[config.mk]
export PLATFORM = sky130hd
export DESIGN_NAME = jcs_alu_seq
export DESIGN_NICKNAME = d
export VERILOG_FILES = /design/src/rtl/jcs_alu_seq.sv
export SDC_FILE = /design/constraint.sdc
export NUM_CORES = 1
export LEC_CHECK = 0
export BUFFER_PORTS_ARGS = -buffer_cell sky130_fd_sc_hd__buf_2
export CAP_MARGIN = 40
export CORE_AREA = 2 2 93 95
export CTS_CLUSTER_DIAMETER = 100
export CTS_CLUSTER_SIZE = 28
export DETAILED_ROUTE_END_ITERATION = 16
export DIE_AREA = 0 0 95 97
export HOLD_SLACK_MARGIN = 0.05
export PLACE_DENSITY = 0.72
export SLEW_MARGIN = 20
export SYNTH_ARGS = -nofsm -noshare
export SYNTH_HDL_FRONTEND = slang
export SYNTH_SLANG_ARGS = --single-unit
[constraint.sdc]
create_clock -name CLK -period 4.34 [get_ports CLK]
set_clock_uncertainty 0.15 [all_clocks]
set_input_delay 0.868 -clock CLK [delete_from_list [all_inputs] [get_ports CLK]]
set_output_delay 0.868 -clock CLK [all_outputs]
set_load 0.1 [all_outputs]
[src/rtl/jcs_alu_seq.sv]
// jcs_alu_seq: sequential ALU with a saturating op-code selector.
// An op is captured on START (IDLE or FIN only) and completes via EXEC (one
// edge) or SHIFT (one edge per bit). Y and flags update only on completion.
// Ports:
//   CLK, RSTN         clock, async active-low reset
//   MODE_UP, MODE_DN  single-cycle pulses stepping the selected op code
//   START             request execution of the selected op
//   A, B, CI, SHAMT   operands, carry/shift-in bit, shift distance
//   OP                currently selected op code
//   BUSY, DONE        op in flight / one-cycle completion pulse
//   Y, CO, AL, EQ, Z  registered result, carry-out, A>B, A==B, zero
module jcs_alu_seq #(
    parameter int unsigned WIDTH = 8,
    parameter int unsigned SW    = $clog2(WIDTH)
) (
    input  logic             CLK,
    input  logic             RSTN,
    input  logic             MODE_UP,
    input  logic             MODE_DN,
    input  logic             START,
    input  logic [WIDTH-1:0] A,
    input  logic [WIDTH-1:0] B,
    input  logic             CI,
    input  logic [SW-1:0]    SHAMT,
    output logic [2:0]       OP,
    output logic             BUSY,
    output logic             DONE,
    output logic [WIDTH-1:0] Y,
    output logic             CO,
    output logic             AL,
    output logic             EQ,
    output logic             Z
);

    localparam logic [2:0] OP_ADD = 3'd0;
    localparam logic [2:0] OP_SHR = 3'd1;
    localparam logic [2:0] OP_SHL = 3'd2;
    localparam logic [2:0] OP_NOT = 3'd3;
    localparam logic [2:0] OP_AND = 3'd4;
    localparam logic [2:0] OP_OR  = 3'd5;
    localparam logic [2:0] OP_XOR = 3'd6;
    localparam logic [2:0] OP_CMP = 3'd7;

    typedef enum logic [1:0] {S_IDLE, S_EXEC, S_SHIFT, S_FIN} state_e;

    state_e             state_q, state_d;
    logic [2:0]         op_sel_q, op_sel_d;
    logic [2:0]         opx_q, opx_d;
    logic [WIDTH-1:0]   a_q, a_d, b_q, b_d;
    logic               ci_q, ci_d;
    logic [SW-1:0]      cnt_q, cnt_d;
    logic [WIDTH-1:0]   work_q, work_d;
    logic [WIDTH-1:0]   y_q, y_d;
    logic               co_q, co_d, al_q, al_d, eq_q, eq_d, z_q, z_d;
    logic               busy_q, busy_d, done_q, done_d;

    logic               accept_c, shift_path_c, last_c, step_out_c, res_co_c;
    logic [WIDTH:0]     sum_c;
    logic [WIDTH-1:0]   step_c, res_c;

    // START only lands when no op is in flight
    assign accept_c     = START && ((state_q == S_IDLE) || (state_q == S_FIN));
    assign shift_path_c = ((op_sel_q == OP_SHR) || (op_sel_q == OP_SHL)) && (SHAMT != '0);
    assign last_c       = (cnt_q == SW'(1));
    assign sum_c        = {1'b0, a_q} + {1'b0, b_q} + (WIDTH+1)'(ci_q);

    // Saturating op-code selector; simultaneous up/down cancels
    always_comb begin
        op_sel_d = op_sel_q;
        if (MODE_UP && !MODE_DN && (op_sel_q != OP_CMP)) begin
            op_sel_d = op_sel_q + 3'd1;
        end else if (MODE_DN && !MODE_UP && (op_sel_q != OP_ADD)) begin
            op_sel_d = op_sel_q - 3'd1;
        end
    end

    // One-bit shift step of the working register
    always_comb begin
        if (opx_q == OP_SHR) begin
            step_c     = {ci_q, work_q[WIDTH-1:1]};
            step_out_c = work_q[0];
        end else begin
            step_c     = {work_q[WIDTH-2:0], ci_q};
            step_out_c = work_q[WIDTH-1];
        end
    end

    // Single-edge result; shifts only reach here with a zero distance
    always_comb begin
        res_c    = '0;
        res_co_c = 1'b0;
        case (opx_q)
            OP_ADD: begin
                res_c    = sum_c[WIDTH-1:0];
                res_co_c = sum_c[WIDTH];
            end
            OP_SHR, OP_SHL: res_c = a_q;
            OP_NOT:         res_c = ~a_q;
            OP_AND:         res_c = a_q & b_q;
            OP_OR:          res_c = a_q | b_q;
            OP_XOR:         res_c = a_q ^ b_q;
            default:        res_c = a_q ^ b_q;
        endcase
    end

    // State register
    always_ff @(posedge CLK or negedge RSTN) begin
        if (!RSTN) begin
            state_q <= S_IDLE;
        end else begin
            state_q <= state_d;
        end
    end

    // Next-state logic
    always_comb begin
        state_d = state_q;
        case (state_q)
            S_IDLE:  if (accept_c) state_d = shift_path_c ? S_SHIFT : S_EXEC;
            S_EXEC:  state_d = S_FIN;
            S_SHIFT: if (last_c) state_d = S_FIN;
            S_FIN:   state_d = accept_c ? (shift_path_c ? S_SHIFT : S_EXEC) : S_IDLE;
            default: state_d = S_IDLE;
        endcase
    end

    // Datapath and status outputs
    always_comb begin
        opx_d  = opx_q;
        a_d    = a_q;
        b_d    = b_q;
        ci_d   = ci_q;
        cnt_d  = cnt_q;
        work_d = work_q;
        y_d    = y_q;
        co_d   = co_q;
        al_d   = al_q;
        eq_d   = eq_q;
        z_d    = z_q;
        busy_d = (state_d == S_EXEC) || (state_d == S_SHIFT);
        done_d = (state_d == S_FIN);

        if (accept_c) begin
            opx_d  = op_sel_q;
            a_d    = A;
            b_d    = B;
            ci_d   = CI;
            cnt_d  = SHAMT;
            work_d = A;
        end

        case (state_q)
            S_EXEC: begin
                // CMP leaves Y alone and only reports flags of A^B
                if (opx_q != OP_CMP) y_d = res_c;
                co_d = res_co_c;
                al_d = (a_q > b_q);
                eq_d = (a_q == b_q);
                z_d  = (res_c == '0);
            end
            S_SHIFT: begin
                work_d = step_c;
                cnt_d  = cnt_q - SW'(1);
                if (last_c) begin
                    y_d  = step_c;
                    co_d = step_out_c;
                    al_d = (a_q > b_q);
                    eq_d = (a_q == b_q);
                    z_d  = (step_c == '0);
                end
            end
            default: ;
        endcase
    end

    // Datapath registers
    always_ff @(posedge CLK or negedge RSTN) begin
        if (!RSTN) begin
            op_sel_q <= OP_ADD;
            opx_q    <= OP_ADD;
            a_q      <= '0;
            b_q      <= '0;
            ci_q     <= 1'b0;
            cnt_q    <= '0;
            work_q   <= '0;
            y_q      <= '0;
            co_q     <= 1'b0;
            al_q     <= 1'b0;
            eq_q     <= 1'b0;
            z_q      <= 1'b0;
            busy_q   <= 1'b0;
            done_q   <= 1'b0;
        end else begin
            op_sel_q <= op_sel_d;
            opx_q    <= opx_d;
            a_q      <= a_d;
            b_q      <= b_d;
            ci_q     <= ci_d;
            cnt_q    <= cnt_d;
            work_q   <= work_d;
            y_q      <= y_d;
            co_q     <= co_d;
            al_q     <= al_d;
            eq_q     <= eq_d;
            z_q      <= z_d;
            busy_q   <= busy_d;
            done_q   <= done_d;
        end
    end

    assign OP   = op_sel_q;
    assign BUSY = busy_q;
    assign DONE = done_q;
    assign Y    = y_q;
    assign CO   = co_q;
    assign AL   = al_q;
    assign EQ   = eq_q;
    assign Z    = z_q;

endmodule

# Word-level counts from Yosys, hierarchy flattened
# Index checks and enable logic that the tools add are counted.
# totals
mem_bits_rw,0
latch_bits,0
ff_bits,50
mem_count,0
mem_bits_ro,0
# op_classes
n_reduce_logical,23
n_eq_ne,19
shift,0
n_lt_le_gt_ge,1
n_mul,0
mux,26
addsub,5
n_div,0
bitwise_logic,4
# op_table
cell,n
$mux 8,5
$pmux 8 s5,1
$logic_not 8->1,2
$pmux 8 s2,1
$mux 3,4
$add 8x8->9,1
$add 9x1->9,1
$eq 3x1->1 const B,3
$eq 3x2->1 const B,3
$and 8x8->8,1
$eq 2x2->1 const B,4
$eq 8x8->1,1
$gt 8x8->1,1
$mux 2,4
$not 8->8,1
$or 8x8->8,1
$pmux 1 s2,4
$pmux 2 s4,1
$xor 8x8->8,1
$eq 3x3->1 const B,2
$logic_and 1x1->1,6
$mux 1,6
$ne 3x3->1 const B,2
$reduce_bool 2->1,3
other kinds (12),19

# Depth between registers and ports, before layout
# depth
word_depth,8
mapped_depth,9
mapped_depth_nobuf,9

# Worst setup path before layout
# OpenSTA, ideal clock, no wires.
# synth_timing
path_type,register to register
from,register a_q[0]
to,register z_q (netlist: Z)
path_slack_ns,1.665
period_less_slack_ns,2.675
required_time_ns,4.070
stages_incl_launch_ff,9
arrival_time_ns,2.405
n_path_buf,0
path_cell_list,dfrtp_1 > fa_1 > inv_1 > fa_1 > mux2_4 > mux4_2 > nand3b_1 > nor4_1 > a31o_1
# synth_between
elab_chain_len,5
# synth_rtl
element,line_no,source
from (decl),49,"logic [WIDTH-1:0] a_q, a_d, b_q, b_d;"
from (signal assigned),181,a_q <= '0;
from (signal assigned),196,a_q <= a_d;
$add 8x8->9,65,"assign sum_c = {1'b0, a_q} + {1'b0, b_q} + (WIDTH+1)'(ci_q);"
$add 9x1->9,65,
$pmux 8 s5 *,92,case (opx_q)
$logic_not 8->1 *,159,z_d = (res_c == '0);
$pmux 1 s2 *,152,case (state_q)
to (signal assigned),205,z_q <= z_d;
to (decl),54,"logic co_q, co_d, al_q, al_d, eq_q, eq_d, z_q, z_d;"
# Mark *: on every way between the ends. The rest lies on a longest branch, timed or not.
# A chain may end at the register's enable or synchronous reset.

# Final worst setup path
# Ends and elaborated chain as after synthesis.

==> metrics.csv <==
stage;metric;value;unit
cells_and_area;antenna_cells;0;
route;drt-wirelength-per-cell;15.8;microns
die;initial_core_util;44.7;%
logic_synthesis;synth_simple_gate_area_share;17.2;%
setup_path;path_buf_inv;1;
cells_and_area;syn2layout_area_growth;12.3;%
logic_synthesis;yosysWarnings;0;
sta;tightestPinTransition;684;ps
cells_and_area;nFillCells;755;
setup_path;crit_type;reg2reg;
cts;ctsResizeCount;0;
cts;numCtsBuffers;5;
global_routing;antenna_found_initial;0;
setup_path;cp_cell_sequence;fa_1, inv_1, fa_1, mux2_4, mux4_2, nand3b_1, nor4_1, a31o_1;
setup_path;cp-start-kind;flip-flop;
cts;post_cts_buffers;0;
global_routing;grt_max_degree;37;
sta;finalSetupTns;0;ps
global_routing;grt-ovfl-total;0;
logic_synthesis;synth_cell_types;62;
setup_path;required;4400;ps
route;wl;8880;microns
sta;fin_crit_sh;65.4;%
die;fp.dieH;97;microns
cts;clk_latency;310;ps
setup_path;critical_path_cell_count;8;
die;fp.dieW;95;microns
cells_and_area;final_nets;520;
route;detail-route-antenna-nets;0;
route;drtIter0Drc;207;
logic_synthesis;synthCells;422;
logic_synthesis;synth_top_family_by_area;compound AO/OA/AOI/OAI gates;
cells_and_area;final_core_util;50.2;%
logic_synthesis;yosys_register_bits;50;
cts;htreeDepth;2;
sta;rsz0062_at_grt;no;
logic_synthesis;syn_area;3640;sq um
cells_and_area;drive_gt1_share;15.5;%
setup_path;worstSetupEndpointType;flip-flop;
sta;min_period;2840;ps
cells_and_area;final_common_cell;nand2_1;
logic_synthesis;muxShareOfSynthArea;2.75;%
cts;cts-root-buf;clkbuf_8;
die;std_cell_rows;33;
logic_synthesis;seq_area_frac_synth;34.4;%
logic_synthesis;synth_top_flop_cell;dfrtp_1;
logic_synthesis;synth_xor_area_share;1.44;%
setup_path;worstPathMaxFanout;4;
sta;max_freq;0.352;GHz
cts;clock-sinks;50;
cells_and_area;fin_area;4090;sq um
route;vias;3110;
cts;clk_pin_slew;100;ps
setup_path;slowest_delay;500;ps
setup_path;r2r_setup_slack;1500;ps
global_routing;grt_pass1_vias;2988;
die;core;8130;sq um
setup_path;crit_end;Z;
min_path;hold_path_class;in2async;
run;max_cap_violations;0;
setup_path;path_delay_family;adder cells;
die;ios;42;
route;via_per_inst;5.53;
cts;cts_hold_buf;0;
cts;cts_tree;built;
placed_design;place.gp.congestion;0.923;
setup_path;regToRegStartpoint;a_q[0];
run_status;status;finished, final reports clean;
logic_synthesis;async_reset_ff_share;100;%
placed_design;post-dp-hpwl;6930;microns
setup_path;r2r-end;Z;
logic_synthesis;synth_edf_count;0;
placed_design;io_buffers;41;
sta;maxSlewViolCount;0;
sta;setup_viol;0;
logic_synthesis;synth_compound_area_share;24.1;%
logic_synthesis;yosys.area.top_type;dfrtp_1;
route;drc;0;
cts;cts_buffer_depth;2;
logic_synthesis;synth_area_per_cell;8.62;sq um
route;drtPass1Iterations;4;
global_routing;grt_pass1_wl;14700;microns
setup_path;worst_ep_arrival_time;2890;ps
setup_path;r2r_cells;8;
logic_synthesis;synth.area.top_cells;dfrtp_1 34%, ha_1 13%, nand2_1 6.5%, a21oi_1 4.0%, o21ai_0 3.9%;
sta;finalHoldViolations;0;
logic_synthesis;synth.net_count;486;
setup_path;path_common_cell;fa_1;
setup_path;worst_path_max_delay_cell;fa_1;
die;die_area;9220;sq um
placed_design;placed_area;3970;sq um
global_routing;groute.usage.overall;19.9;%
logic_synthesis;yosysTopAreaCellShare;34.4;%
logic_synthesis;synthAdderAreaFrac;13.8;%
setup_path;critPathLaunch;a_q[0];
sta;timing.slew.headroom;54.4;%
cells_and_area;final_cell_mix;63 x nand2_1, 50 x dfrtp_1, 41 x buf_2;
-- logic make-up (layout without fill, tap and decap cells) --
family                   after synthesis  after routing
multiplexers                           8              8
AND/OR/NAND/NOR                      133            133
adder cells (fa/ha/maj)               39             39
flip-flops                            50             50
buffers and inverters                 54             89
AO/OA/AOI/OAI                        132            132
XOR/XNOR                               6              6
-- worst min path at each step --
stage / from / endpoint / slack [ps] / depth (start not counted)
final: RSTN / a_q[5] / 290 / 1
after CTS: RSTN / b_q[6] / 310 / 1
after global placement: Y[3] / Y[3] / 310 / 2
after detailed placement: Y[3] / Y[3] / 320 / 2
after floorplan: cnt_q[0] / cnt_q[0] / 300 / 1
after global routing: RSTN / a_q[5] / 330 / 1
-- synth_stat cells, drive strengths merged (9+ instances only) --
library cell and number:
nand2 63, dfrtp 50, o21ai 39, ha 37, inv 33, a21oi 29
nor2 26, buf 12, a22oi 10, nor3 10, clkbuf 9, o211ai 9
-- state kept, by name (all words and copies together) (netlist names) --
| register | count |
|---|---|
| AL | 1 |
| BUSY | 1 |
| CO | 1 |
| DONE | 1 |
| EQ | 1 |
| OP | 3 |
| Y | 8 |
| Z | 1 |
| a_q | 8 |
| b_q | 8 |
| ci_q | 1 |
| cnt_q | 3 |
| opx_q | 3 |
| state_q | 2 |
| work_q | 8 |
-- stage by stage --
step / hold WS [ps] / cells / setup slack, ps
2_1_floorplan: 302 / 422 / 1660
3_3_place_gp: 309 / 549 / 1490
3_5_place_dp: 317 / 554 / 1520
4_1_cts: 309 / 562 / 1510
5_1_grt: 329 / 562 / 1410
6_report: 295 / 562 / 1500
-- layout make-up --
class / instances / area (sq um) / share of cell area (%)
clock inverters: 3 / 43.8 / 1.07
repair buffers: 48 / 308 / 7.53
clock buffers: 5 / 68.8 / 1.68
well taps: 105 / 131 / 3.22
multi-input cells: 318 / 2160 / 52.8
inverters: 33 / 124 / 3.03
flip-flops and latches: 50 / 1250 / 30.6
-- metal layers --
metal | part of all wire (%) | track usage (%) | wire, microns | vias to the layer above
met5 | 0 | 0 | 0 | -
met4 | 1.8 | 5.69 | 160 | 0
met3 | 3.8 | 2.88 | 339 | 13
met2 | 49 | 32.2 | 4380 | 77
met1 | 45 | 27.4 | 4000 | 1473
li1 | - | - | - | 1547
Power is not shown: default switching activity piles up to over one toggle a cycle in this logic, so the estimate is an artifact.
